[src/rtl/mci_burst_bridge_pkg.sv]
// Memory controller interface package for the cache-to-external-bus bridge.
// Holds the cache-side request/response structs, the external command
// bundle, the bridge FSM state encoding and a line-alignment helper.
package mci_burst_bridge_pkg;

  localparam int MCI_DATA_LENGTH         = 128;
  localparam int MCI_ADDR_LENGTH         = 32;
  localparam int EXT_DATA_LENGTH_DEFAULT = 32;

  // Clears the byte-offset-within-line bits of an address.
  localparam logic [MCI_ADDR_LENGTH-1:0] LINE_MASK =
    ~(MCI_ADDR_LENGTH'(MCI_DATA_LENGTH / 8) - MCI_ADDR_LENGTH'(1));

  typedef struct packed {
    logic [MCI_ADDR_LENGTH-1:0] addr;
    logic [MCI_DATA_LENGTH-1:0] data;
    logic                       rw;     // 1 = write, 0 = read
    logic                       valid;  // one-cycle strobe
  } mci_request_t;

  typedef struct packed {
    logic [MCI_DATA_LENGTH-1:0] data;
    logic                       ready;  // one-cycle completion pulse
  } mci_response_t;

  typedef struct packed {
    logic                               valid;
    logic                               we;
    logic [MCI_ADDR_LENGTH-1:0]         addr;
    logic [EXT_DATA_LENGTH_DEFAULT-1:0] wdata;
  } ext_cmd_t;

  typedef enum logic [1:0] {
    IDLE    = 2'd0,
    SEND    = 2'd1,
    COLLECT = 2'd2,
    RESP    = 2'd3
  } state_t;

  function automatic logic [MCI_ADDR_LENGTH-1:0] line_base(
    input logic [MCI_ADDR_LENGTH-1:0] addr
  );
    return addr & LINE_MASK;
  endfunction

endpackage

[src/rtl/mci_burst_bridge_line_shifter.sv]
// mci_line_shifter: the line buffer of the burst bridge, viewed as BEATS
// beats of EXT_DATA_LENGTH bits (beat 0 = least significant).
// Ports:
//   clk, rst       clock, asynchronous active-high reset
//   load_i         parallel load of load_line_i (request latch)
//   wr_i           write wr_beat_i into beat wr_idx_i (read capture)
//   rd_idx_i       beat presented on rd_beat_o (write data source)
//   line_d_o       next-state line, lets the owner snapshot a completed read
module mci_line_shifter
  import mci_burst_bridge_pkg::*;
#(
  parameter int EXT_DATA_LENGTH = EXT_DATA_LENGTH_DEFAULT,
  parameter int BEATS           = MCI_DATA_LENGTH / EXT_DATA_LENGTH,
  parameter int IW              = (BEATS > 1) ? $clog2(BEATS) : 1
) (
  input  logic                             clk,
  input  logic                             rst,
  input  logic                             load_i,
  input  logic [BEATS*EXT_DATA_LENGTH-1:0] load_line_i,
  input  logic                             wr_i,
  input  logic [IW-1:0]                    wr_idx_i,
  input  logic [EXT_DATA_LENGTH-1:0]       wr_beat_i,
  input  logic [IW-1:0]                    rd_idx_i,
  output logic [EXT_DATA_LENGTH-1:0]       rd_beat_o,
  output logic [BEATS*EXT_DATA_LENGTH-1:0] line_d_o
);

  logic [BEATS-1:0][EXT_DATA_LENGTH-1:0] line_q;
  logic [BEATS-1:0][EXT_DATA_LENGTH-1:0] line_d;

  // Line next-state: load and beat write never coincide (different FSM states).
  always_comb begin
    line_d = line_q;
    if (load_i) begin
      line_d = load_line_i;
    end else if (wr_i) begin
      line_d[wr_idx_i] = wr_beat_i;
    end else begin
      line_d = line_q;
    end
  end

  // Line register.
  always_ff @(posedge clk or posedge rst) begin
    if (rst) begin
      line_q <= '0;
    end else begin
      line_q <= line_d;
    end
  end

  assign rd_beat_o = line_q[rd_idx_i];
  assign line_d_o  = line_d;

endmodule

[src/rtl/mci_burst_bridge.sv]
// mci_burst_bridge: takes one full-line cache request (single-cycle strobe)
// and serializes it into EXT_DATA_LENGTH-wide beats on the external bus.
// Reads are reassembled and answered with a one-cycle mem_res.ready pulse.
// Ports:
//   clk, rst            clock, asynchronous active-high reset
//   mem_req             cache request {addr, data, rw, valid}
//   mem_res             cache response {data, ready}
//   ext_valid/ready     external command handshake
//   ext_we/addr/wdata   external command payload
//   ext_rvalid/rdata    external read beats, in command order, no backpressure
module mci_burst_bridge
  import mci_burst_bridge_pkg::*;
#(
  parameter int EXT_DATA_LENGTH = EXT_DATA_LENGTH_DEFAULT,
  parameter int ADDR_LENGTH     = MCI_ADDR_LENGTH
) (
  input  logic                       clk,
  input  logic                       rst,
  input  mci_request_t               mem_req,
  output mci_response_t              mem_res,
  output logic                       ext_valid,
  input  logic                       ext_ready,
  output logic                       ext_we,
  output logic [ADDR_LENGTH-1:0]     ext_addr,
  output logic [EXT_DATA_LENGTH-1:0] ext_wdata,
  input  logic                       ext_rvalid,
  input  logic [EXT_DATA_LENGTH-1:0] ext_rdata
);

  localparam int BEATS      = MCI_DATA_LENGTH / EXT_DATA_LENGTH;
  localparam int CW         = $clog2(BEATS) + 1;
  localparam int IW         = (BEATS > 1) ? $clog2(BEATS) : 1;
  localparam int BEAT_BYTES = EXT_DATA_LENGTH / 8;

  state_t                     state_q, state_d;
  logic [CW-1:0]              cmd_cnt_q, cmd_cnt_d;
  logic [CW-1:0]              rd_cnt_q, rd_cnt_d;
  logic [ADDR_LENGTH-1:0]     base_q, base_d;
  logic                       rw_q, rw_d;
  logic [MCI_DATA_LENGTH-1:0] resp_data_q, resp_data_d;

  logic                       busy;
  logic                       error_req;
  logic                       accept;
  logic                       cmd_hs;
  logic                       rd_cap;
  logic                       read_done;
  logic [EXT_DATA_LENGTH-1:0] beat_wdata;
  logic [MCI_DATA_LENGTH-1:0] line_d;
  ext_cmd_t                   ext_cmd;

  assign busy      = (state_q == SEND) || (state_q == COLLECT);
  // A strobe while a burst is in flight is a protocol violation and is dropped.
  assign error_req = mem_req.valid && busy;
  assign accept    = mem_req.valid && !error_req;
  assign cmd_hs    = (state_q == SEND) && ext_ready;
  // Only beats already commanded can return, so rd_cnt never passes cmd_cnt.
  assign rd_cap    = ext_rvalid && busy && (rd_cnt_q < cmd_cnt_q);

  mci_line_shifter #(
    .EXT_DATA_LENGTH (EXT_DATA_LENGTH),
    .BEATS           (BEATS),
    .IW              (IW)
  ) u_line (
    .clk         (clk),
    .rst         (rst),
    .load_i      (accept),
    .load_line_i (mem_req.data),
    .wr_i        (rd_cap),
    .wr_idx_i    (rd_cnt_q[IW-1:0]),
    .wr_beat_i   (ext_rdata),
    .rd_idx_i    (cmd_cnt_q[IW-1:0]),
    .rd_beat_o   (beat_wdata),
    .line_d_o    (line_d)
  );

  // FSM next-state, counters, request latch and read-response snapshot.
  always_comb begin
    state_d   = state_q;
    cmd_cnt_d = cmd_cnt_q + (cmd_hs ? CW'(1) : CW'(0));
    rd_cnt_d  = rd_cnt_q + (rd_cap ? CW'(1) : CW'(0));
    base_d    = base_q;
    rw_d      = rw_q;
    read_done = 1'b0;

    case (state_q)
      IDLE: begin
        if (accept) state_d = SEND;
        else        state_d = IDLE;
      end
      SEND: begin
        if (cmd_hs && (cmd_cnt_q == CW'(BEATS - 1))) begin
          if (rw_q) begin
            state_d = RESP;
          end else if (rd_cnt_d == CW'(BEATS)) begin
            state_d   = RESP;
            read_done = 1'b1;
          end else begin
            state_d = COLLECT;
          end
        end else begin
          state_d = SEND;
        end
      end
      COLLECT: begin
        if (rd_cnt_d == CW'(BEATS)) begin
          state_d   = RESP;
          read_done = 1'b1;
        end else begin
          state_d = COLLECT;
        end
      end
      RESP: begin
        // Zero-bubble: a strobe in the response cycle starts the next burst.
        if (accept) state_d = SEND;
        else        state_d = IDLE;
      end
      default: state_d = IDLE;
    endcase

    if (accept) begin
      base_d    = line_base(mem_req.addr);
      rw_d      = mem_req.rw;
      cmd_cnt_d = '0;
      rd_cnt_d  = '0;
    end else begin
      base_d = base_q;
    end

    if (read_done) resp_data_d = line_d;
    else           resp_data_d = resp_data_q;
  end

  // State and datapath registers.
  always_ff @(posedge clk or posedge rst) begin
    if (rst) begin
      state_q     <= IDLE;
      cmd_cnt_q   <= '0;
      rd_cnt_q    <= '0;
      base_q      <= '0;
      rw_q        <= 1'b0;
      resp_data_q <= '0;
    end else begin
      state_q     <= state_d;
      cmd_cnt_q   <= cmd_cnt_d;
      rd_cnt_q    <= rd_cnt_d;
      base_q      <= base_d;
      rw_q        <= rw_d;
      resp_data_q <= resp_data_d;
    end
  end

  // External command decode; quiet (all zero) outside SEND.
  always_comb begin
    ext_cmd = '0;
    if (state_q == SEND) begin
      ext_cmd.valid = 1'b1;
      ext_cmd.we    = rw_q;
      ext_cmd.addr  = base_q + ADDR_LENGTH'(cmd_cnt_q) * ADDR_LENGTH'(BEAT_BYTES);
      ext_cmd.wdata = beat_wdata;
    end else begin
      ext_cmd = '0;
    end
  end

  assign ext_valid     = ext_cmd.valid;
  assign ext_we        = ext_cmd.we;
  assign ext_addr      = ext_cmd.addr;
  assign ext_wdata     = ext_cmd.wdata;
  assign mem_res.ready = (state_q == RESP);
  assign mem_res.data  = resp_data_q;

endmodule

[config.mk]
export PLATFORM = sky130hd
export DESIGN_NAME = mci_burst_bridge
export DESIGN_NICKNAME = d
export VERILOG_FILES = /design/src/rtl/mci_burst_bridge_pkg.sv /design/src/rtl/mci_burst_bridge_line_shifter.sv /design/src/rtl/mci_burst_bridge.sv
export SDC_FILE = /design/constraint.sdc
export NUM_CORES = 1
export LEC_CHECK = 0
export ABC_CLOCK_PERIOD_IN_PS = 9000
export CAP_MARGIN = 25
export CELL_PAD_IN_SITES_DETAIL_PLACEMENT = 0
export CELL_PAD_IN_SITES_GLOBAL_PLACEMENT = 1
export CORE_MARGIN = 1.5
export CORE_UTILIZATION = 41
export CTS_CLUSTER_DIAMETER = 120
export CTS_CLUSTER_SIZE = 25
export DETAILED_ROUTE_END_ITERATION = 6
export PLACE_DENSITY = 0.92
export SYNTH_ARGS = -nofsm -noshare
export SYNTH_HDL_FRONTEND = slang
export SYNTH_HIERARCHICAL = 1
export SYNTH_SLANG_ARGS = --single-unit
[constraint.sdc]
create_clock -name clk -period 9 [get_ports clk]
set_clock_uncertainty 0.2 [all_clocks]
set_input_delay 2.25 -clock clk [delete_from_list [all_inputs] [get_ports clk]]
set_output_delay 2.25 -clock clk [all_outputs]
set_load 0.02 [all_outputs]
==> metrics <==
routed vias/inst about 5.5; YS warnings 6; Clock power frac 33.6%; total leakage power about 0.0080 uW; crit path capture type primary output; Synth Register Bits about 300; Final nets ~1.8k; Design Area, Final approximately 0.019 sq mm; register area share after synthesis about half; fmax roughly 170 MHz; dpl hpwl 31200 um; worst-path fanout max 13; Syn Area/Cell 11.0 sq um; CTS sink count approximately 290; slowest stage delay, CP approximately 680 ps; TritonRoute pass-1 iters 6; post-synthesis instance total between 1k and 1.5k; combinational power share between 5 and 6%; initial antenna violation count 0; maxcap violations 0; Residual DRC 0; sequential power share slightly above 60%; slew margin rel. a little under a third; Setup Viol. Count Final 0; Layout area overhead 31.5%; mapped cell area roughly 0.014 sq mm; status complete, no violations; CTS tree yes; Post-synth ARST share 100%; Psw roughly 480 uW; Cell Pwr Density ~120 mW/mm^2; setup TNS 0 ps; Antenna Cells 0; ratio of cells with drive above 1 in the final layout ~16%; Final ANT Viol Nets 0; prevailing post-synth register cell dfrtp_1; max-slew violation count 0; Root Driver clkbuf_16; CTS buffer count 15; Initial Util around two fifths; Max Buffers Root-to-Sink 3; number of global-route vias before repair 11.7k; Core Area roughly 0.034 sq mm; number of cell rows between 60 and 70; Setup Fix Bufs, Post-CTS 0; critical-path cell list ha_1 -> ha_1 -> nand3_1 -> or3_1 -> or3_1 -> a21oi_1 -> clkdlybuf4s50_1; number of flops mapped to enable cells by yosys 0; htree depth 1; Net Sw Frac between 20% and 30%; first-pass GRT wire length approximately 70000 um; 1st-iter DRT viols 600; period utilization 65.6%; hold_buf cts 0; Routed WL per cell about 22 um; area share of the leading cell type in the synthesized netlist 51.3%; critical path arrival between 3000 and 4000 ps; CTS resizes 0; Area contributors post-synth dfrtp_1 (51%), mux2_2 (12%), a21oi_1 (9.3%), nor2b_1 (5.6%), mux4_2 (5.0%); most common cell after layout, fill and taps aside clkdlybuf4s50_1; WL met1 18900 um; Top Metal Used met4; post-synthesis cell type count 44; min Tclk post-route ~5900 ps; P_int 1700 uW; routed length on met2 21800 um; IO Count between 300 and 400; clock latency on the worst-skew pair about 500 ps; Worst Path Required between 6000 and 7000 ps; DIE WIDTH 190 um; Clock transition at path regs about 100 ps; worst vdd ir ~0.00009 V; IO buf count around 390; actual slew at the worst max-slew pin 1040 ps; WHS ~310 ps; HP Class register to register; total congestion overflow 0; most frequent cells in the layout clkdlybuf4s50_1 (386), dfrtp_1 (291), a21oi_1 (265); DR vias between 10k and 15k; routed wire length ~46000 um; wire length on met3 between 3000 and 4000 um; final hold vios 0; largest net degree at the start of global routing 153; total track usage 25.1%; Setup Crit Path Kind register to primary output; Die Area 0.0360 sq mm; GP Congestion around 0.9; Setup crit start kind register; slowest CP cell clkdlybuf4s50_1; Die Y ~190 um; dpl cell area 0.0184 sq mm; area leader, netlist dfrtp_1; RSZ-0062 raised after global routing no
-- logic make-up (layout without fill, tap and decap cells) --
logic type | Yosys count | after routing | share of synthesized area, %
simple gates | 389 | 389 | 14.7
compound gates | 301 | 301 | 10.9
flops | 293 | 293 | 51.3
mux | 186 | 186 | 17.2
buf+inv | 107 | 434 | 4.27
fa+ha+maj | 11 | 11 | 0.962
xor+xnor | 10 | 10 | 0.613
other cells | 1 | 2 | 0.0262
-- per-stage QoR --
stage | util [%] | power, uW | std cells | setup slack (ps)
2_1_floorplan | - | 1360 | 1299 | 2090
3_3_place_gp | 53.2 | 1470 | 2059 | 2780
3_5_place_dp | 53.4 | 1470 | 2063 | 2700
4_1_cts | 54.5 | 2210 | 2080 | 3110
5_1_grt | 54.6 | 2260 | 2081 | 2900
6_report | 54.6 | 2170 | 2081 | 3100
-- cell type report --
cell class	instances	area, sq um
clock buffers	16	379
repair buffers	405	4070
fillers	2981	15700
inverters	12	62.6
clock inverters	1	8.76
multi-input cells	899	6380
well taps	455	569
flip-flops and latches	293	7330
-- synthesized netlist by cell type (2+ instances only) --
master / count
a21oi_1: 265
a21oi_2: 10
and2_1: 44
and3_1: 6
and3b_1: 2
and4_1: 2
buf_1: 6
buf_2: 23
buf_4: 20
buf_6: 14
clkbuf_1: 32
dfrtp_1: 293
ha_1: 11
inv_1: 10
mux2_2: 154
mux4_2: 32
nand2_1: 134
nand2_2: 10
nand3_1: 12
nand3b_1: 4
nand4_1: 4
nor2_1: 12
nor2b_1: 128
nor3_1: 3
nor4_1: 2
o21ai_0: 17
o31ai_1: 6
or3_1: 13
or4_1: 5
or4_4: 2
xnor2_1: 7
xor2_1: 3
-- sequential cells by signal (all words and copies together) (netlist names) --
signal and cells:
resp_data_q 128, rd_cnt_q 3, cmd_cnt_q 3, state_q 2
rw_q 1, base_q 28, u_line/line_q 128
-- metal layers --
| layer | up-vias | GRT usage [%] |
|---|---|---|
| li1 | 5147 | - |
| met1 | 5705 | 32.9 |
| met2 | 447 | 41.5 |
| met3 | 68 | 5.98 |
| met4 | 0 | 6.81 |
| met5 | - | 0 |
-- worst paths after layout --
| check | from | to | slack (ps) | cells after the start |
|---|---|---|---|---|
| max | cmd_cnt_q[2] | ext_addr[28] | 3100 | 7 |
| min | resp_data_q[1] | resp_data_q[1] | 310 | 1 |
| max reg2reg | cmd_cnt_q[1] | resp_data_q[26] | 4010 | 11 |
| min reg2reg | resp_data_q[1] | resp_data_q[1] | 310 | 1 |
| max in group asynchronous | rst | u_line/line_q[125] | 5050 | 3 |
| min in group asynchronous | rst | resp_data_q[6] | 2080 | 2 |
-- critical path, delay by kind of cell (launching register included) --
family                   cells  cell delay, ps
adder cells (fa/ha/maj)      2             480
AO/OA/AOI/OAI                1             220
flip-flops                   1             430
AND/OR/NAND/NOR              3            1130
buffers and inverters        1             680
-- power groups by stage --
| stage | Combinational, uW | Clock, uW | Sequential (uW) |
|---|---|---|---|
| detailed placement | 128 | 0 | 1340 |
| finish | 127 | 730 | 1320 |
| global route | 137 | 805 | 1320 |
| global placement | 128 | 0 | 1340 |
| CTS | 129 | 760 | 1320 |
| floorplan | 21.5 | 0 | 1340 |
(Power assumes the default switching activity.)
